`src/rtl/sum_accumulator.sv`:
```
// Block accumulator fed by the n-bit adder: sums BLOCK_LEN two's-complement operands,
// tracks sticky carry/overflow, and hands each block result downstream over valid/ready.
module sum_accumulator #(
  parameter int n         = 4,
  parameter int BLOCK_LEN = 8
) (
  input  logic         clk,
  input  logic         rst_n,
  input  logic         clr,
  input  logic         sat_en,
  input  logic         in_valid,
  output logic         in_ready,
  input  logic [n-1:0] in_data,
  output logic         out_valid,
  input  logic         out_ready,
  output logic [n-1:0] acc_out,
  output logic         carry_sticky,
  output logic         ovf_sticky
);

  localparam int CW = (BLOCK_LEN > 1) ? $clog2(BLOCK_LEN) : 1;
  localparam logic [CW-1:0] LAST = CW'(BLOCK_LEN - 1);

  typedef enum logic {ACCUM, HOLD} state_t;

  state_t          state_q, state_d;
  logic [n-1:0]    acc_q, acc_d;
  logic            carry_q, carry_d;
  logic            ovf_q, ovf_d;
  logic [CW-1:0]   count_q, count_d;

  logic [n:0]      sum_raw;
  logic            ovf_now;
  logic            accept;

  assign sum_raw = {1'b0, acc_q} + {1'b0, in_data};
  assign ovf_now = (acc_q[n-1] & in_data[n-1] & ~sum_raw[n-1]) |
                   (~acc_q[n-1] & ~in_data[n-1] & sum_raw[n-1]);
  assign accept  = in_valid & (state_q == ACCUM);

  // Flags always follow the raw sum; sat_en only changes what is loaded into acc.
  always_comb begin
    state_d = state_q;
    acc_d   = acc_q;
    carry_d = carry_q;
    ovf_d   = ovf_q;
    count_d = count_q;
    if (clr) begin
      state_d = ACCUM;
      acc_d   = '0;
      carry_d = 1'b0;
      ovf_d   = 1'b0;
      count_d = '0;
    end else begin
      case (state_q)
        ACCUM: begin
          if (accept) begin
            if (sat_en && ovf_now)
              acc_d = acc_q[n-1] ? {1'b1, {(n-1){1'b0}}} : {1'b0, {(n-1){1'b1}}};
            else
              acc_d = sum_raw[n-1:0];
            carry_d = carry_q | sum_raw[n];
            ovf_d   = ovf_q | ovf_now;
            if (count_q == LAST) begin
              count_d = '0;
              state_d = HOLD;
            end else begin
              count_d = count_q + CW'(1);
            end
          end
        end
        HOLD: begin
          if (out_ready) begin
            state_d = ACCUM;
            acc_d   = '0;
            carry_d = 1'b0;
            ovf_d   = 1'b0;
          end
        end
        default: state_d = ACCUM;
      endcase
    end
  end

  always_ff @(posedge clk or negedge rst_n) begin
    if (!rst_n) begin
      state_q <= ACCUM;
      acc_q   <= '0;
      carry_q <= 1'b0;
      ovf_q   <= 1'b0;
      count_q <= '0;
    end else begin
      state_q <= state_d;
      acc_q   <= acc_d;
      carry_q <= carry_d;
      ovf_q   <= ovf_d;
      count_q <= count_d;
    end
  end

  assign in_ready     = (state_q == ACCUM);
  assign out_valid    = (state_q == HOLD);
  assign acc_out      = acc_q;
  assign carry_sticky = carry_q;
  assign ovf_sticky   = ovf_q;

endmodule

```
`config.mk`:
```
export PLATFORM = sky130hd
export DESIGN_NAME = sum_accumulator
export DESIGN_NICKNAME = d
export VERILOG_FILES = /design/src/rtl/sum_accumulator.sv
export SDC_FILE = /design/constraint.sdc
export NUM_CORES = 1
export LEC_CHECK = 0
export ABC_AREA = 1
export BUFFER_PORTS_ARGS = -buffer_cell sky130_fd_sc_hd__clkbuf_2
export CAP_MARGIN = 0
export CORE_MARGIN = 10
export CORE_UTILIZATION = 45
export DETAILED_ROUTE_END_ITERATION = 7
export PLACE_DENSITY = 0.77
export SYNTH_ARGS = -nofsm -noshare
export SYNTH_HDL_FRONTEND = slang
export SYNTH_SLANG_ARGS = --single-unit
```
`constraint.sdc`:
```
create_clock -name clk -period 1.6 [get_ports clk]
set_clock_uncertainty 0.1 [all_clocks]
set_input_delay 0.48 -clock clk [delete_from_list [all_inputs] [get_ports clk]]
set_output_delay 0.48 -clock clk [all_outputs]
set_load 0.05 [all_outputs]
```
Yosys cells after proc, flatten, opt, wreduce, memory -nomap -nowiden
Index checks and enable logic that the tools add are counted.
Widths: inputs -> output; s select.
{"block": "op_classes", "n_reduce_logical": 4, "addsub": 2, "n_eq_ne": 4, "mux": 22, "bitwise_logic": 12}
{"op": "$mux 4", "count": 5}
{"op": "$mux 3", "count": 4}
{"op": "$mux 1", "count": 9}
{"op": "$pmux 4 s2", "count": 1}
{"op": "$pmux 1 s2", "count": 3}
{"op": "$add 4x4->5", "count": 1}
{"op": "$and 1x1->1", "count": 5}
{"op": "$not 1->1", "count": 4}
{"op": "$reduce_and 2->1", "count": 2}
{"op": "$add 3x1->3 const B", "count": 1}
{"op": "$eq 3x3->1 const B", "count": 1}
{"op": "$ne 3x2->1 const B", "count": 1}
{"op": "$ne 3x3->1 const B", "count": 1}
{"op": "$or 1x1->1", "count": 3}
{"op": "$ne 2x2->1 const B", "count": 1}
{"op": "$reduce_bool 2->1", "count": 1}
{"op": "$logic_and 1x1->1", "count": 1}
{"block": "totals", "output_inout_bits": 8, "ff_bits": 10, "word_cells": 49}

Depth between registers and ports, before layout
{"block": "depth", "word_depth": 9, "mapped_depth": 9, "depth_no_buf": 9}

Worst setup path after synthesis
OpenSTA, ideal clock, no wires.
{"block": "synth_timing", "path_type": "register to register", "from": "register acc_q[3] (netlist: acc_out[3])", "to": "register acc_q[1] (netlist: acc_out[1])", "setup_time_ns": 0.118, "setup_slack_ns": -0.266, "stages_incl_launch_ff": 10, "t_arrival_ns": 1.648, "period_less_slack_ns": 1.866, "path_cell_list": "dfrtp_1 inv_1 ha_1 inv_1 nand3_1 nand3_1 nand2_1 nand3_2 nand3_1 nand2_1"}
{"block": "synth_between", "elab_chain_cells": 9}
{"element": "from (decl)", "line": "27", "source": "logic [n-1:0] acc_q, acc_d;"}
{"element": "from (signal assigned)", "line": "88", "source": "acc_q <= '0;"}
{"element": "from (signal assigned)", "line": "94", "source": "acc_q <= acc_d;"}
{"element": "$add 4x4->5 / $not 1->1 (equally long branches)", "line": "36, 38"}
{"element": "$not 1->1 / $and 1x1->1 (equally long branches)", "line": "37, 38"}
{"element": "$and 1x1->1, on equally long branches", "line": "37, 38"}
{"element": "$or 1x1->1", "line": "37", "source": "assign ovf_now = (acc_q[n-1] & in_data[n-1] & ~sum_raw[n-1]) |"}
{"element": "$logic_and 1x1->1", "line": "58", "source": "if (sat_en && ovf_now)"}
{"element": "$mux 4 *", "line": "58"}
{"element": "$mux 4 *", "line": "57", "source": "if (accept) begin"}
{"element": "$pmux 4 s2 *", "line": "55", "source": "case (state_q)"}
{"element": "$mux 4 *", "line": "48", "source": "if (clr) begin"}
Every way passes the cells marked *; elsewhere a longest branch is shown, timed or not. The select of a mux whose other input is x is not followed.
A chain may end at the register's enable or synchronous reset.

Worst setup path after layout
{"block": "layout_timing", "from": "register acc_q[1] (netlist: acc_out[1])", "to": "register acc_q[1] (netlist: acc_out[1])"}
{"block": "layout_between", "elab_chain_cells": 9}
{"element": "$add 4x4->5 *", "line": "36", "source": "assign sum_raw = {1'b0, acc_q} + {1'b0, in_data};"}
{"element": "$not 1->1", "line": "37"}
{"element": "$and 1x1->1", "line": "37"}
{"element": "$or 1x1->1", "line": "37"}
{"element": "$logic_and 1x1->1", "line": "58"}
{"element": "$mux 4 *", "line": "58"}
{"element": "$mux 4 *", "line": "57"}
{"element": "$pmux 4 s2 *", "line": "55"}
{"element": "$mux 4 *", "line": "48"}
Marked as above.

==> run metrics <==
power consumption ~1100 uW; GRT Util Overall under 10%; period utilization 101%; H-tree depth 1; Hold Path Class in2reg; register area share after synthesis 34.8%; startpoint types flop; clock slew at reported path FFs 0.07 ns; vias in the first global route 697; Data required, critical path around 1.7 ns; Final setup viols 3; clock buffer count from CTS 3; Synth Net Count 106; Final ANT Viol Nets 0; synthesized cell area just over 700 um^2; die area approximately 0.0036 mm^2; status finished with violations; DP HPWL 1420 um; Post-Synth Simple-Gate Area approximately 32%; post-synthesis mux area share 0%; DR iter-0 viols 7; hold_sp in_valid; drt total wl between 1500 and 2000 um; FF+latch count, synth 10; first-pass GRT wire length 2840 um; crit path max fanout 4; Post-CTS Setup Repair Bufs 0; worst slack, placed -0.120 ns; row cnt 14; maxcap violations 0; violations in the final reports setup timing; worst r2r dst acc_out[1]$_DFFE_PN0P_; Slew @ Worst Pin 0.432 ns; syn_area_per_cell 8.18 um^2; reg2reg start acc_out[1]$_DFFE_PN0P_; Crit. End Element flop; total number of yosys warnings 0; peak supply drop 517 uV; CTS tree yes; Post-Synth Adder-Cell Area between 10 and 15%; final global-route overflow total 0; Clock Root Buffer clkbuf_4; worst setup margin -0.0110 ns; initial antenna violation count 0; Hold EP out_valid$_DFF_PN0_; CP Class reg2reg; IO buf count 17; DRC Markers 0; Cells after Synth 88; GP Congestion 0.745; I/O pin total 18; XOR/XNOR Fraction of Synth Area 1.22%; Die Wd 60.0 um; pin count of the biggest net entering global routing 11; NumNets Final 135; routed len/inst 14.0 um; Fmax 621 MHz; share of cells above drive strength 1 56.0%; drt pass-1 iters 4; CORE AREA 0.00151 mm^2; effective utilization at floorplan between 40% and 50%; post-layout util 73.2%; clk buf depth 2; Lkg Pwr 0.000554 uW; Vias per Instance around 5.1; Slew headroom 71.1%; Hold Violations, Final 0; main combinational cell family by area after synthesis simple AND/OR/NAND/NOR gates; r2r worst-path depth 9; Final min period 1.61 ns; Vert. Die Dim 60.0 um; Synth Area in Compound Gates 8.35%; hold path depth 3; Sinks on Clock Net 10; Slew Viols, Final 0; RSZ-0062 raised after global routing true; Skew-Pair Late Insertion Delay 0.26 ns; worst reg-to-reg setup slack -0.01 ns; Pwr per Cell Area 1040 mW/mm^2; Distinct cells, synth 17; area grow syn2layout 53.2%; vias post-DR roughly 670; Fill cells 119; # diodes 0; arrival time of the worst setup path 1.66 ns
-- repair_timing --
action,CTS,global route
resized for setup,5,20
cloned,0,0
pin swaps,0,12
setup endpoints to repair,3,8
hold buffers,1,0
endpoints found under the hold margin,10,0
-- final cells by class --
class | instances | area (um^2) | share of cell area, %
inverter | 16 | 60.1 | 5.45
clock buffer | 4 | 26.3 | 2.38
multi-input combinational | 62 | 577 | 52.3
tap | 16 | 20.0 | 1.82
timing repair buffer | 24 | 163 | 14.8
sequential | 10 | 256 | 23.3
-- worst max-delay path by stage --
stage,startpoint,endpoint,slack (ns),depth (start not counted)
after detailed placement,in_data[1],acc_out[0]$_DFFE_PN0P_,-0.12,10
final,acc_out[1]$_DFFE_PN0P_,acc_out[1]$_DFFE_PN0P_,-0.01,9
after global placement,in_data[1],acc_out[0]$_DFFE_PN0P_,-0.11,10
after floorplan,acc_out[0]$_DFFE_PN0P_,acc_out[1]$_DFFE_PN0P_,-0.03,6
after global routing,acc_out[1]$_DFFE_PN0P_,acc_out[0]$_DFFE_PN0P_,-0.09,9
after CTS,acc_out[2]$_DFFE_PN0P_,acc_out[2],0.009,2
-- kinds of logic after synthesis --
family,after synthesis
AOI/OAI and AO/OA,9
xor gates and xnor gates,1
adders and majority gates,8
buffers and inverters,16
DFF,10
and+or+nand+nor,44
-- metrics by stage --
| stage | hold slack, ns | setup TNS [ns] | cell area [um^2] | instances |
|---|---|---|---|---|
| 6_report | 0.403 | -0.0189 | 1100 | 132 |
| 5_1_grt | 0.428 | -0.340 | 1100 | 132 |
| 4_1_cts | 0.392 | 0 | 1020 | 132 |
| 3_5_place_dp | 0.258 | -0.607 | 961 | 127 |
| 3_3_place_gp | 0.259 | -0.495 | 961 | 127 |
| 2_1_floorplan | 0.0844 | -0.114 | 811 | 88 |
-- routing by layer --
metal,wire (um),track usage (%)
met1,736,10.7
met2,968,16.9
met3,103,4.03
met4,39,3.85
met5,0,0
-- state kept, by name, indices dropped and copies added (netlist names) --
name,cells
out_valid,1
carry_sticky,1
count_q,3
acc_out,4
ovf_sticky,1
-- Yosys cell counts --
cell / number / area share (%)
nand2_1: 18 / 9.4
inv_1: 13 / 6.8
dfrtp_1: 10 / 35
nor2_1: 9 / 4.7
nand3_1: 8 / 5.6
ha_1: 7 / 12
nand3_2: 5 / 7.0
a21oi_1: 4 / 2.8
a22o_1: 3 / 3.7
inv_2: 3 / 1.6
nand2_2: 2 / 1.7
a21oi_2: 1 / 1.2
fa_1: 1 / 2.8
nand3_4: 1 / 2.4
nand3b_2: 1 / 1.6
o21ai_0: 1 / 0.69
xor2_1: 1 / 1.2
-- worst max-delay path: stages (launching register included) --
cell     delay [ns]
dfrtp_2        0.44
ha_4           0.19
nor2_2         0.16
nand2_4        0.09
nand3_4        0.08
nand3_1        0.11
nand2_2        0.11
nand3_4        0.07
nand3_1        0.08
nand2_1        0.06
-- power by group --
| part | leakage [uW] | internal, uW | switching [uW] | total (uW) |
|---|---|---|---|---|
| registers | 0.000127 | 287 | 27.9 | 315 |
| logic | 0.000412 | 261 | 391 | 652 |
| clock network | 0.0000150 | 96.3 | 83.2 | 179 |
-- cells in the final DEF (no fill, tap or decap), types with 3 or more instances in the layout --
cell type	count
nor2_1	8
nand3_1	4
nand3_2	4
nand2_4	3
nand3_4	6
nand2_2	4
nand2_1	13
dfrtp_2	5
inv_1	10
clkbuf_2	14
a22o_1	3
dfrtp_1	5
buf_4	6
ha_1	3
inv_2	6
clkbuf_4	4
ha_4	4
a21oi_2	3
Note: power is estimated with default switching activity, not from simulation.
